### src/rtl/multicycle_control_unit_pkg.sv
// multicycle_control_unit_pkg: opcode, funct and ALU codes, FSM states and the control word
package multicycle_control_unit_pkg;
    localparam logic [5:0] OP_RTYPE = 6'b000000;
    localparam logic [5:0] OP_LW    = 6'b100011;
    localparam logic [5:0] OP_SW    = 6'b101011;
    localparam logic [5:0] OP_BEQ   = 6'b000100;
    localparam logic [5:0] OP_ADDI  = 6'b001000;
    localparam logic [5:0] OP_J     = 6'b000010;
    localparam logic [5:0] FN_ADD   = 6'b100000;
    localparam logic [5:0] FN_SUB   = 6'b100010;
    localparam logic [5:0] FN_AND   = 6'b100100;
    localparam logic [5:0] FN_OR    = 6'b100101;
    localparam logic [2:0] ALU_AND  = 3'b000;
    localparam logic [2:0] ALU_OR   = 3'b001;
    localparam logic [2:0] ALU_ADD  = 3'b010;
    localparam logic [2:0] ALU_SUB  = 3'b011;
    typedef enum logic [3:0] {
        S_FETCH    = 4'd0,
        S_DECODE   = 4'd1,
        S_MEMADR   = 4'd2,
        S_MEMREAD  = 4'd3,
        S_MEMWB    = 4'd4,
        S_MEMWRITE = 4'd5,
        S_EXECUTE  = 4'd6,
        S_ALUWB    = 4'd7,
        S_BRANCH   = 4'd8,
        S_ADDIEXEC = 4'd9,
        S_ADDIWB   = 4'd10,
        S_JUMP     = 4'd11
    } state_t;
    typedef struct packed {
        logic       memreq;
        logic       memwrite;
        logic       iord;
        logic       irwrite;
        logic       pcwrite;
        logic       branch;
        logic [1:0] pcsrc;
        logic       alusrca;
        logic [1:0] alusrcb;
        logic [2:0] alucontrol;
        logic       regdst;
        logic       memtoreg;
        logic       regwrite;
        logic       illegal;
    } ctrl_t;
endpackage

### src/rtl/multicycle_control_unit_alu_decoder.sv
// alu_decoder: R-type funct to ALUControl, flagging functs the datapath cannot execute
module alu_decoder
    import multicycle_control_unit_pkg::*;
(
    input  logic [5:0] funct,
    output logic [2:0] alu_control,
    output logic       illegal
);
    always_comb begin
        alu_control = funct == FN_SUB ? ALU_SUB :
                      funct == FN_AND ? ALU_AND :
                      funct == FN_OR  ? ALU_OR  : ALU_ADD;
        illegal = !(funct inside {FN_ADD, FN_SUB, FN_AND, FN_OR});
    end
endmodule

### src/rtl/multicycle_control_unit.sv
// multicycle_control_unit: fetch/decode/execute/memory/writeback sequencer for the multi-cycle MIPS datapath
module multicycle_control_unit
    import multicycle_control_unit_pkg::*;
(
    input  logic       clk,
    input  logic       reset_n,
    input  logic [5:0] Opcode,
    input  logic [5:0] Funct,
    input  logic       ZeroFlag,
    input  logic       MemReady,
    output logic       MemReq,
    output logic       MemWrite,
    output logic       IorD,
    output logic       IRWrite,
    output logic       PCEn,
    output logic [1:0] PCSrc,
    output logic       ALUSrcA,
    output logic [1:0] ALUSrcB,
    output logic [2:0] ALUControl,
    output logic       RegDst,
    output logic       MemtoReg,
    output logic       RegWrite,
    output logic       IllegalOp
);
    state_t     state, next;
    ctrl_t      c, g;
    logic [2:0] dec_alu;
    logic       dec_illegal;

    alu_decoder u_alu_decoder (
        .funct       (Funct),
        .alu_control (dec_alu),
        .illegal     (dec_illegal)
    );

    always_ff @(posedge clk or negedge reset_n) begin
        if (!reset_n) state <= S_FETCH;
        else          state <= next;
    end

    always_comb begin
        next         = state;
        c            = '0;
        c.alucontrol = ALU_ADD;
        case (state)
            S_FETCH: begin
                c.memreq  = 1'b1;
                c.alusrcb = 2'b01;
                c.irwrite = MemReady;
                c.pcwrite = MemReady;
                next      = MemReady ? S_DECODE : S_FETCH;
            end
            S_DECODE: begin
                c.alusrcb = 2'b11;
                case (Opcode)
                    OP_LW, OP_SW: next = S_MEMADR;
                    OP_RTYPE:     next = S_EXECUTE;
                    OP_BEQ:       next = S_BRANCH;
                    OP_ADDI:      next = S_ADDIEXEC;
                    OP_J:         next = S_JUMP;
                    default: begin
                        c.illegal = 1'b1;
                        next      = S_FETCH;
                    end
                endcase
            end
            S_MEMADR: begin
                c.alusrca = 1'b1;
                c.alusrcb = 2'b10;
                next      = Opcode == OP_LW ? S_MEMREAD : S_MEMWRITE;
            end
            S_MEMREAD: begin
                c.memreq = 1'b1;
                c.iord   = 1'b1;
                next     = MemReady ? S_MEMWB : S_MEMREAD;
            end
            S_MEMWB: begin
                c.memtoreg = 1'b1;
                c.regwrite = 1'b1;
                next       = S_FETCH;
            end
            S_MEMWRITE: begin
                c.memreq   = 1'b1;
                c.memwrite = 1'b1;
                c.iord     = 1'b1;
                next       = MemReady ? S_FETCH : S_MEMWRITE;
            end
            S_EXECUTE: begin
                c.alusrca    = 1'b1;
                c.alucontrol = dec_alu;
                c.illegal    = dec_illegal;
                next         = dec_illegal ? S_FETCH : S_ALUWB;
            end
            S_ALUWB: begin
                c.regdst   = 1'b1;
                c.regwrite = 1'b1;
                next       = S_FETCH;
            end
            S_BRANCH: begin
                c.alusrca    = 1'b1;
                c.alucontrol = ALU_SUB;
                c.pcsrc      = 2'b01;
                c.branch     = 1'b1;
                next         = S_FETCH;
            end
            S_ADDIEXEC: begin
                c.alusrca = 1'b1;
                c.alusrcb = 2'b10;
                next      = S_ADDIWB;
            end
            S_ADDIWB: begin
                c.regwrite = 1'b1;
                next       = S_FETCH;
            end
            S_JUMP: begin
                c.pcsrc   = 2'b10;
                c.pcwrite = 1'b1;
                next      = S_FETCH;
            end
            default: next = S_FETCH;
        endcase
    end

    // Gating by reset_n makes every output drop the instant reset asserts, aborting any pending write.
    assign g          = reset_n ? c : '0;
    assign MemReq     = g.memreq;
    assign MemWrite   = g.memwrite;
    assign IorD       = g.iord;
    assign IRWrite    = g.irwrite;
    assign PCEn       = g.pcwrite | (g.branch & ZeroFlag);
    assign PCSrc      = g.pcsrc;
    assign ALUSrcA    = g.alusrca;
    assign ALUSrcB    = g.alusrcb;
    assign ALUControl = g.alucontrol;
    assign RegDst     = g.regdst;
    assign MemtoReg   = g.memtoreg;
    assign RegWrite   = g.regwrite;
    assign IllegalOp  = g.illegal;
endmodule

### config.mk
export PLATFORM = sky130hd
export DESIGN_NAME = multicycle_control_unit
export DESIGN_NICKNAME = d
export VERILOG_FILES = /design/src/rtl/multicycle_control_unit_pkg.sv /design/src/rtl/multicycle_control_unit_alu_decoder.sv /design/src/rtl/multicycle_control_unit.sv
export SDC_FILE = /design/constraint.sdc
export NUM_CORES = 1
export LEC_CHECK = 0
export CORE_ASPECT_RATIO = 1.1
export CORE_UTILIZATION = 42
export DETAILED_ROUTE_END_ITERATION = 10
export GPL_TIMING_DRIVEN = 1
export PLACE_DENSITY = 0.81
export SLEW_MARGIN = 40
export SYNTH_ARGS = -nofsm -noshare
export SYNTH_HDL_FRONTEND = slang
export SYNTH_SLANG_ARGS = --single-unit
export TNS_END_PERCENT = 30
### constraint.sdc
create_clock -name clk -period 4.2 [get_ports clk]
set_clock_uncertainty 0.15 [all_clocks]
set_input_delay 0.42 -clock clk [delete_from_list [all_inputs] [get_ports clk]]
set_output_delay 0.42 -clock clk [all_outputs]
set_load 0.01 [all_outputs]
# [Word level (Yosys, flattened, before mapping)]
# Cells that the tools add are included.
[word_totals] register_bits=4 output_inout_bits=17 word_cells=60
[classes] n_reduce_logical=11 n_bitwise=2 muxes=26 eq_ne=20
[op_table] op="$eq A6 B6 Y1 const B" n=6
[op_table] op="$pmux W4 S7" n=1
[op_table] op="$pmux W4 S5" n=1
[op_table] op="$mux W18" n=1
[op_table] op="$mux W3" n=6
[op_table] op="$eq A4 B3 Y1 const B" n=4
[op_table] op="$eq A4 B4 Y1 const B" n=4
[op_table] op="$mux W1" n=11
[op_table] op="$eq A4 B2 Y1 const B" n=2
[op_table] op="$eq A6 B2 Y1 const B" n=1
[op_table] op="$eq A6 B3 Y1 const B" n=1
[op_table] op="$eq A6 B4 Y1 const B" n=1
[op_table] op="$logic_not A6 Y1" n=1
[op_table] op="$pmux W2 S3" n=1
[op_table] op="$pmux W3 S2" n=1
[op_table] op="$reduce_or A2 Y1" n=3
[op_table] op="$reduce_or A3 Y1" n=2
[op_table] op="$reduce_or A6 Y1" n=1
[op_table] op="$eq A4 B1 Y1 const B" n=1
[op_table] op="$logic_not A4 Y1" n=1
[op_table] op="$pmux W1 S2" n=2
[op_table] op="$pmux W2 S2" n=1
[op_table] op="$reduce_bool A4 Y1" n=1
[op_table] op="$reduce_or A4 Y1" n=1
[op_table] op="4 further kinds" n=4

# [Longest topological paths before layout]
[depth] depth_word=8 depth_mapped=6 depth_no_buf=4

# [Hierarchy]
# From an unflattened synthesis, not the netlist that was laid out.
[unflattened] hier_cells=96 area_unflattened_um2=690.7
[modules_own_cells] module="multicycle_control_unit" cells_per_inst=86 area_per_inst_um2=629.4 seq_area_each_um2=100.1 n_inst=1
[modules_own_cells] module="alu_decoder" cells_per_inst=10 area_per_inst_um2=61.3 seq_area_each_um2=0.0 n_inst=1

# [Worst setup path before layout]
# No wires, ideal clock.
[synth_timing] path_type="reg-to-output" start="register state[1]" end="output port PCEn" path_stages_with_launch=5 arrival_ns=1.156 path_slack_ns=2.474 t_required_ns=3.630 n_path_buf=1 cell_sequence="dfrtp_1 buf_2 nor2_1 and3_1 o2bb2ai_1"
[synth_via] elab_chain_len=5 word_cells_on_any_way=8 classes_between="eq/ne: 2; mux: 3; bitwise: 2; reduce/logical: 1"
[synth_rtl] element="from (decl)" line_no="multicycle_control_unit.sv:25" rtl="state_t state, next;"
[synth_rtl] element="from (signal assigned)" line_no="multicycle_control_unit.sv:38" rtl="else state <= next;"
[synth_rtl] element="$eq A4 B4 Y1" line_no="multicycle_control_unit.sv:45" rtl="case (state)"
[synth_rtl] element="$mux W1" line_no="multicycle_control_unit.sv:45"
[synth_rtl] element="$mux W18 *" line_no="multicycle_control_unit.sv:125" rtl="assign g = reset_n ? c : '0;"
[synth_rtl] element="$and A1 B1 Y1" line_no="multicycle_control_unit.sv:130" rtl="assign PCEn = g.pcwrite | (g.branch & ZeroFlag);"
[synth_rtl] element="$or A1 B1 Y1 *" line_no="multicycle_control_unit.sv:130"
[synth_rtl] element="to (decl)" line_no="multicycle_control_unit.sv:15" rtl="output logic PCEn,"
# Every way passes the cells marked *; elsewhere a longest branch is shown, timed or not.

# [Final worst setup path]
[layout_timing] start="input port Opcode[3]" end="output port IllegalOp"
[layout_via] elab_chain_len=5 word_cells_on_any_way=10 classes_between="eq/ne: 5; mux: 3; reduce/logical: 2"
[layout_rtl] element="from (decl)" line_no="multicycle_control_unit.sv:7" rtl="input logic [5:0] Opcode,"
[layout_rtl] element="$eq A6 B6 Y1, or another cell as far along" line_no="multicycle_control_unit.sv:55" rtl="case (Opcode)"
[layout_rtl] element="$reduce_or A6 Y1 (no line) *"
[layout_rtl] element="$mux W1 *" line_no="multicycle_control_unit.sv:55"
[layout_rtl] element="$pmux W1 S2 *" line_no="multicycle_control_unit.sv:45"
[layout_rtl] element="$mux W18 *" line_no="multicycle_control_unit.sv:125"
[layout_rtl] element="to (decl)" line_no="multicycle_control_unit.sv:23" rtl="output logic IllegalOp"
# Marks and branches as above.

==> metrics.txt <==
status complete, no violations; clk buf depth 2; # IOs 33; WP data arrival 2.18 ns; die width approximately 40 microns; Ys Warns 0; first-pass GRT wire length 2856 microns; fin. max-slew vios 0; Synth cell types 40; total routed wirelength 1711 microns; GRT Total Usage 0.2278; slowest cell on the critical path clkdlybuf4s50_1; num rows 14; initial antenna violation count 0; cell chain of the critical path clkdlybuf4s50_1 > xor2_1 > o211ai_1 > nand4b_1 > o21ai_1 > clkdlybuf4s50_1; Top reg by flops state; CP most frequent cell clkdlybuf4s50_1; Starting Density 0.4674; clk_lat worst skew 0.23 ns; Mapped Nets 110; HPWL Detailed 1370 microns; largest net degree at the start of global routing 15; 1st-pass router iterations 4; wire length per cell roughly 12 microns; fin crit period 2.752 ns; Critical Path Source Type primary input; worst-path fanout max 6; final worst-path cycle share 0.6552; pwr dens 194.8 nW/um^2; HP Class primary input to asynchronous set/reset pin; LEAKAGE 0.0003702 uW; Setup Viol. Count Final 0; max_cap viols 0; layout overhead on the synthesized area 48.30%; R2R Path End state[2]; CP Data Required Time 3.63 ns; Root Driver clkbuf_4; CTS tree done; max FFs per register 4; Seq. cell area 100.1 sq um; f_max roughly 360 MHz; synthesis-stage register bit count 4; Avg Cell Area, Syn 7.055 sq um; total power 191.6 uW; Placer Congestion about 0.75; clock-pin slew on the worst setup and hold paths ~0.040 ns; post-layout net count 140; fill count 124; Fin. Hold Viols 0; slowest stage delay, CP 0.55 ns; VDD IR-drop max 0.2083 mV; layout cell share with drive strength beyond 1 0.06557; via/cell ratio 5.826; Crit. End Element output port; FF-to-FF Start state[0]; area occupied by multi-input gates between 500 and 600 sq um; CTS Sinks 4; post-CTS setup buffers 0; fraction of the yosys area taken by sequential cells 0.1509; CTS buffer count 3; Die Height 43.68 microns; GR Overflow Total 0; top flop regs state (4); die area 1742 sq um; Setup TNS 0 ns; RSZ-0062 raised after global routing false; Port Buffers 31; critical path type primary input to output port; Synth Instances 94; fin worst setup slack between 1 and 1.5 ns; Place WS roughly 1.4 ns; CTS resizes 0; Final Util 0.6931; drt drc 0; FF-to-FF path depth 4; vias in the first global route 670; r2r setup slk approximately 2.5 ns; number of inserted diodes 0; Max H-tree Level 1; Starting DRT DRC Count 16; DR vias 804; synthesized area 663.1 sq um; antenna-violating nets left 0; core area 1419 sq um; hold_buf cts 0
==> cells in the mapped netlist, drive strengths merged <==
library cell,instances,area [sq um]
o311ai,1,8.760
o21ai,6,30.03
a2bb2oi,1,8.760
nand2,4,15.01
and4,2,17.52
or2,1,8.760
nor2,16,60.06
o21a,1,7.510
nand4,1,6.260
inv,3,11.26
dfrtp,4,100.1
xor2,4,35.03
nor2b,3,18.77
o221ai,1,8.760
nand2b,5,31.28
or3,1,6.260
and2b,1,7.510
a22oi,1,7.510
nor4,1,12.51
a21boi,2,15.02
nor3b,2,20.02
a41oi,1,8.760
and3,2,12.51
o41ai,1,27.53
a21oi,4,20.02
nand3b,1,7.510
conb,1,3.750
buf,6,32.53
o2bb2ai,1,8.760
mux2i,1,10.01
nor3,4,20.02
nand4b,1,8.760
nand3,5,25.02
a31oi,1,6.260
o211ai,4,35.03
==> kinds of logic after synthesis <==
kind of cell,count (synthesis),synth area share
buffers and inverters,9,0.06603
AOI/OAI and AO/OA,25,0.2906
muxes,1,0.01509
DFF,4,0.1509
xor gates and xnor gates,4,0.05282
and+or+nand+nor,50,0.4189
other,1,0.005655
==> worst max path at each step <==
stage / to / from / slack [ns]
6_report: IllegalOp / Opcode[3] / 1.45
5_1_grt: IllegalOp / Opcode[3] / 1.29
4_1_cts: IllegalOp / Opcode[3] / 1.44
3_5_place_dp: IllegalOp / Opcode[3] / 1.44
3_3_place_gp: IllegalOp / Opcode[3] / 1.48
2_1_floorplan: PCEn / state[1] / 2.47
==> report_power, final <==
group	internal, uW	total, uW	leakage (uW)	switching [uW]
combinational	50.3	92.0	0.000303	41.8
sequential	41.8	53.5	0.0000536	11.7
clock	31.8	46.0	0.0000138	14.2
total	124	192	0.000370	67.7
==> metrics by stage <==
stage | hold WS (ns) | area, sq um | cells
finish | 0.3622 | 983.4 | 138
global route | 0.3750 | 983.4 | 138
CTS | 0.3520 | 983.4 | 138
detailed placement | 0.5531 | 960.9 | 135
global placement | 0.5519 | 960.9 | 135
floorplan | -0.02559 | 663.1 | 94
==> layer usage <==
layer	GRT usage	vias to the layer above	part of all wire
met3	0.06154	0	0.084
met2	0.3710	38	0.51
met4	0.02069	0	0
met1	0.3057	364	0.41
met5	0	-	0
li1	-	402	-
==> final cells by class <==
class | instances | area share
tap | 16 | 0.02036
inverter | 3 | 0.01145
sequential | 4 | 0.1018
clock buffer | 3 | 0.02290
multi-input combinational | 81 | 0.5280
timing repair buffer | 31 | 0.3155
==> critical path: cells and delay by family <==
kind | cells | cell delay (ns)
buf+inv | 2 | 1.09
simple gates | 1 | 0.11
xor+xnor | 1 | 0.22
compound gates | 2 | 0.34
==> cell usage in the layout, fill, tap and decap left out, types with 2 or more instances in the layout <==
cell type        count
a21oi_1              4
and3_1               2
and4_1               2
clkbuf_4             3
clkdlybuf4s50_1     31
dfrtp_1              4
inv_1                3
nand2_1              4
nand2b_1             5
nand3_1              5
nor2_1              16
nor2b_1              3
nor3_1               4
o211ai_1             3
o21ai_0              4
o21ai_1              2
xor2_1               4
Power figures use the tool's default switching activity.
